===== src/rtl/acc_pkg.sv =====
//------------------------------------------------------------------------------
// Module : acc_pkg
// Brief  : Shared FSM states, funct codes and identity values for acc_engine.
// Rev    : 1.0
//------------------------------------------------------------------------------
`default_nettype none
`timescale 1ns/1ps

package acc_pkg;

  typedef enum logic [1:0] {
    ST_IDLE  = 2'd0,
    ST_READ  = 2'd1,
    ST_WRITE = 2'd2,
    ST_DONE  = 2'd3
  } accState_t;

  localparam logic [5:0]  c_FUNCT_SUM = 6'h20;
  localparam logic [5:0]  c_FUNCT_XOR = 6'h26;
  localparam logic [5:0]  c_FUNCT_MAX = 6'h2A;

  localparam logic [31:0] c_ID_SUM = 32'h0000_0000;
  localparam logic [31:0] c_ID_XOR = 32'h0000_0000;
  localparam logic [31:0] c_ID_MAX = 32'h8000_0000;

  function automatic logic isSupported(input logic [5:0] funct);
    return (funct == c_FUNCT_SUM) || (funct == c_FUNCT_XOR) || (funct == c_FUNCT_MAX);
  endfunction

  function automatic logic [31:0] identityOf(input logic [5:0] funct);
    case (funct)
      c_FUNCT_MAX: return c_ID_MAX;
      c_FUNCT_XOR: return c_ID_XOR;
      default:     return c_ID_SUM;
    endcase
  endfunction

endpackage

`default_nettype wire


===== src/rtl/acc_reduce.sv =====
//------------------------------------------------------------------------------
// Module : acc_reduce
// Brief  : Combinational fold of one memory word into the running accumulator.
// Rev    : 1.0
//------------------------------------------------------------------------------
`default_nettype none
`timescale 1ns/1ps

module acc_reduce
  import acc_pkg::*;
(
  input  logic [31:0] i_acc,
  input  logic [31:0] i_word,
  input  logic [5:0]  i_funct,
  output logic [31:0] o_acc
);

  always_comb begin
    o_acc = i_acc;
    case (i_funct)
      c_FUNCT_SUM: o_acc = i_acc + i_word;
      c_FUNCT_XOR: o_acc = i_acc ^ i_word;
      c_FUNCT_MAX: o_acc = ($signed(i_word) > $signed(i_acc)) ? i_word : i_acc;
      default:     o_acc = i_acc;
    endcase
  end

endmodule

`default_nettype wire


===== src/rtl/acc_engine.sv =====
//------------------------------------------------------------------------------
// Module : acc_engine
// Brief  : Reads N words from memory, reduces them, writes the result after them.
// Rev    : 1.0
//------------------------------------------------------------------------------
`default_nettype none
`timescale 1ns/1ps

module acc_engine
  import acc_pkg::*;
(
  input  logic        clk,
  input  logic        reset,
  input  logic        accbypass,
  input  logic [31:0] fullinstruction,
  input  logic [31:0] startaddr,
  input  logic [31:0] datasize,
  output logic        accdone,
  output logic        busy,
  output logic        memreq,
  output logic        memwe,
  output logic [31:0] memaddr,
  output logic [31:0] memwdata,
  input  logic [31:0] memrdata,
  input  logic        memack
);

  accState_t   r_state;
  accState_t   w_nextState;
  logic [5:0]  r_funct;
  logic [31:0] r_ptr;
  logic [31:0] r_count;
  logic [31:0] r_acc;
  logic [31:0] w_foldAcc;
  logic        w_start;
  logic        w_readAck;
  logic        w_unusedBits;

  assign w_unusedBits = &{1'b0, fullinstruction[31:6], startaddr[1:0]};
  assign w_start      = (r_state == ST_IDLE) && accbypass;
  assign w_readAck    = (r_state == ST_READ) && memack;

  acc_reduce u_reduce (
    .i_acc   (r_acc),
    .i_word  (memrdata),
    .i_funct (r_funct),
    .o_acc   (w_foldAcc)
  );

  always_ff @(posedge clk or negedge reset) begin
    if (!reset) begin
      r_state <= ST_IDLE;
    end else begin
      r_state <= w_nextState;
    end
  end

  always_comb begin
    w_nextState = r_state;
    case (r_state)
      ST_IDLE: begin
        if (accbypass) begin
          // Nothing to read or nothing we know how to fold: complete without touching memory.
          if ((datasize == 32'd0) || !isSupported(fullinstruction[5:0])) begin
            w_nextState = ST_DONE;
          end else begin
            w_nextState = ST_READ;
          end
        end
      end
      ST_READ:  if (memack && (r_count == 32'd1)) w_nextState = ST_WRITE;
      ST_WRITE: if (memack) w_nextState = ST_DONE;
      ST_DONE:  w_nextState = ST_IDLE;
      default:  w_nextState = ST_IDLE;
    endcase
  end

  // After the last read the pointer already sits at start + 4*N, the result slot.
  always_ff @(posedge clk or negedge reset) begin
    if (!reset) begin
      r_funct <= 6'd0;
      r_ptr   <= 32'd0;
      r_count <= 32'd0;
      r_acc   <= 32'd0;
    end else if (w_start) begin
      r_funct <= fullinstruction[5:0];
      r_ptr   <= {startaddr[31:2], 2'b00};
      r_count <= datasize;
      r_acc   <= identityOf(fullinstruction[5:0]);
    end else if (w_readAck) begin
      r_acc   <= w_foldAcc;
      r_ptr   <= r_ptr + 32'd4;
      r_count <= r_count - 32'd1;
    end
  end

  always_comb begin
    accdone  = 1'b0;
    busy     = 1'b1;
    memreq   = 1'b0;
    memwe    = 1'b0;
    memaddr  = 32'd0;
    memwdata = 32'd0;
    case (r_state)
      ST_IDLE:  busy = 1'b0;
      ST_READ: begin
        memreq  = 1'b1;
        memaddr = r_ptr;
      end
      ST_WRITE: begin
        memreq   = 1'b1;
        memwe    = 1'b1;
        memaddr  = r_ptr;
        memwdata = r_acc;
      end
      ST_DONE:  accdone = 1'b1;
      default:  busy = 1'b0;
    endcase
  end

endmodule

`default_nettype wire


===== config.mk =====
export PLATFORM = sky130hd
export DESIGN_NAME = acc_engine
export DESIGN_NICKNAME = d
export VERILOG_FILES = /design/src/rtl/acc_pkg.sv /design/src/rtl/acc_reduce.sv /design/src/rtl/acc_engine.sv
export SDC_FILE = /design/constraint.sdc
export NUM_CORES = 1
export LEC_CHECK = 0
export CAP_MARGIN = 20
export CORE_MARGIN = 5
export CORE_UTILIZATION = 30
export CTS_CLUSTER_DIAMETER = 120
export DETAILED_ROUTE_END_ITERATION = 6
export PLACE_DENSITY = 0.6
export REMOVE_ABC_BUFFERS = 1
export SLEW_MARGIN = 20
export SYNTH_ARGS = -nofsm -noshare
export SYNTH_HDL_FRONTEND = slang
export SYNTH_HIERARCHICAL = 1
export SYNTH_SLANG_ARGS = --single-unit

===== constraint.sdc =====
create_clock -name clk -period 4.95 [get_ports clk]
set_input_delay 1.2375 -clock clk [delete_from_list [all_inputs] [get_ports clk]]
set_output_delay 1.2375 -clock clk [all_outputs]
set_load 0.01 [all_outputs]

==> results.toml <==
[detailed_routing]
ant_nets = 0
wl_um = 32700
wl_met1_um = 15200
wl_met2_um = 15400
wl_per_cell_um = 18.1
top_layer_used = "met5"
wl_met3_um = 1630
drt_iter0_drc = 665
drc = 0
vias_per_cell = 5.50
drtPass1Iterations = 6
num_vias = 9932

[yosys]
yosysSeqAreaShare = 0.268
yosys_most_used_dff = "dfrtp_1"
async_flop_share = 1.00
synth-seq-cells = 102
ys_types = 83
netlist_area_mm2 = 0.00952
syn_inst = 1243
synth_enable_flop_cells = 0
syn_area_per_cell_um2 = 7.66
ys_warn_count = 6

[clock_tree]
clk_pin_slew_ns = 0.08
clkSinkCount = 102
numCtsBuffers = 9
ctsResizeCount = 0
cts.htree.levels = 3
cts_hold_buffers = 0
cts_tree = "yes"
clock_path_buffers = 2
cts_root_buffer = "clkbuf_16"
cts_setup_buffers = 0
clk_latency_ns = 0.37

[min_path]
hold_path_class = "reg -> reg"
whs_path_depth = 2

[floorplan]
die_area_mm2 = 0.0354
fp.dieH_um = 188
boundaryPins = 200
start_util = 0.302
die_x_um = 188
core_mm2 = 0.0315
core.rowCount = 65

[finish]
drive_above_1_share = 0.0649
syn2layout_area_growth_pct = 27.1
stdcell_count = 1805
nets = 1601
fin_area_mm2 = 0.0121

[worst_setup_path]
rr_worst_depth = 14
crit_required_ns = 5.18
critPathLaunchType = "input port"
end_kind = "flip-flop"
r2r_slack_ns = 1.44
critPathArrivalTime_ns = 4.67
crit_path_max_fanout = 5
critical_path_class = "in -> reg"

[place]
place_inst = 1788
gp_congestion = 0.906
port_buffers = 169
place_area_mm2 = 0.0118
dp_hpwl_um = 24000

[power_and_ir_drop]
p_leak_nw = 4.67
p_per_area_mw_per_mm2 = 488
ir_worst_vdd_v = 0.000288

[sta]
post-route-period-util = 0.897
setup-tns-final_ns = 0
max-slew-margin-rel = 0.344
max_freq_mhz = 225
worst_pin_slew_ns = 0.971
skew_ns = 0.0132
setup_viol = 0
hold_violations = 0
slew_violations = 0
hold-worst-slack_ns = 0.496
finalCriticalPeriod_ns = 4.44
rsz0062_at_grt = "false"

[global_routing]
antenna_found_initial = 4
grt_pass1_vias = 9912
grt_first_pass_wirelength_um = 53000
grt_max_degree = 51
grt-ovfl-total = 0
grt_util_all_layers = 0.180

[flow_run]
drv_cap = 0

[run_status]
outcome = "completed"
[report_power, final]
group | leakage, nW | internal [mW] | switching (mW)
logic | 3.26 | 1.57 | 1.88
registers | 1.25 | 1.19 | 0.437
clock network | 0.159 | 0.414 | 0.416
total | 4.67 | 3.18 | 2.73
[registers in the layout, summed over array words and instances (netlist names)]
signal   flops
r_funct      6
r_state      2
r_acc       32
r_count     32
r_ptr       30
[layout make-up]
cell class                      instances  area, µm²
Clock buffer                            9        225
Sequential cell                       102       2550
Timing Repair Buffer                  217       2050
Multi-Input combinational cell       1004       6430
Tap cell                              402        503
Inverter                               63        236
Fill cell                            3257      19400
Clock inverter                          7       97.6
Antenna cell                            1       2.50
[metal layers]
metal  track usage  vias up
met1         0.247     4750
met2         0.298      264
met3        0.0309       31
met5             0        -
met4        0.0412        6
li1              -     4881
[logic make-up (layout without fill, tap and decap cells)]
family / after synthesis / count (layout) / synth area share
DFF: 102 / 102 / 0.268
other: 1 / 3 / 0.000394
adders and majority gates: 72 / 72 / 0.0954
buffers and inverters: 138 / 296 / 0.0577
muxes: 2 / 2 / 0.00223
AOI/OAI and AO/OA: 375 / 375 / 0.262
xor gates and xnor gates: 25 / 25 / 0.0230
and+or+nand+nor: 528 / 528 / 0.291
[layout by cell type (no fill, tap or decap), drive strengths merged, types with 14 or more instances in the layout]
cell           netlist  routed
a31oi               47      47
and2                70      70
nor4                21      21
or4                 35      35
buf                 20      49
dfrtp              102     102
ha                  71      71
nor3                25      25
xor2                19      19
nor2                86      86
nand2              149     149
o21ai               76      76
clkdlybuf4s50        0     168
nand4               24      24
a21oi               94      94
and3                14      14
inv                 63      68
a221o               18      18
nor2b               18      18
o31ai               35      35
or3                 16      16
nand3               29      29
[critical path, stage by stage]
cell,delay [ns]
clkdlybuf4s50_1,0.52
ha_1,0.27
fa_1,0.40
nor2b_1,0.16
o21a_1,0.21
o211a_1,0.28
o311ai_1,0.40
a211oi_1,0.13
a2111oi_0,0.61
a21oi_1,0.15
a2bb2oi_1,0.15
nand2_1,0.09
a21oi_1,0.07
[worst paths after layout]
check,from,end
worst max-delay path,memrdata[0],r_acc[14]
worst min-delay path,r_funct[5],r_funct[5]
worst max register to register,r_acc[6],r_acc[31]
worst min register to register,r_funct[5],r_funct[5]
max in group asynchronous,reset,r_ptr[24]
min in group asynchronous,reset,r_acc[8]
[Yosys cell counts, drive strengths merged (8+ instances only)]
| cell | number | area (µm²) |
|---|---|---|
| nor4 | 21 | 138 |
| a21oi | 94 | 474 |
| o31ai | 35 | 268 |
| buf | 20 | 106 |
| xor2 | 19 | 166 |
| nor2 | 86 | 323 |
| ha | 71 | 888 |
| o211ai | 10 | 75.1 |
| nand2b | 8 | 50.1 |
| clkbuf | 55 | 206 |
| a211oi | 11 | 82.6 |
| dfrtp | 102 | 2550 |
| a21o | 10 | 75.1 |
| or3 | 16 | 100 |
| a2bb2oi | 8 | 70.1 |
| nand2 | 149 | 562 |
| a31oi | 47 | 309 |
| nand3 | 29 | 145 |
| nand4 | 24 | 156 |
| inv | 63 | 236 |
| o21ai | 76 | 380 |
| or4 | 35 | 263 |
| nor2b | 18 | 113 |
| a221o | 18 | 180 |
| and3 | 14 | 87.6 |
| or2 | 8 | 50.1 |
| nor3 | 25 | 130 |
| and2 | 70 | 438 |
[stage by stage]
stage               worst slack [ns]  utilization  power, mW
global placement               0.238        0.374       5.03
detailed placement             0.226        0.374       5.08
floorplan                      0.863            -       3.63
global route                   0.413        0.384       6.44
finish                         0.507        0.384       5.91
CTS                            0.604        0.384       5.95
(Power assumes the default switching activity.)
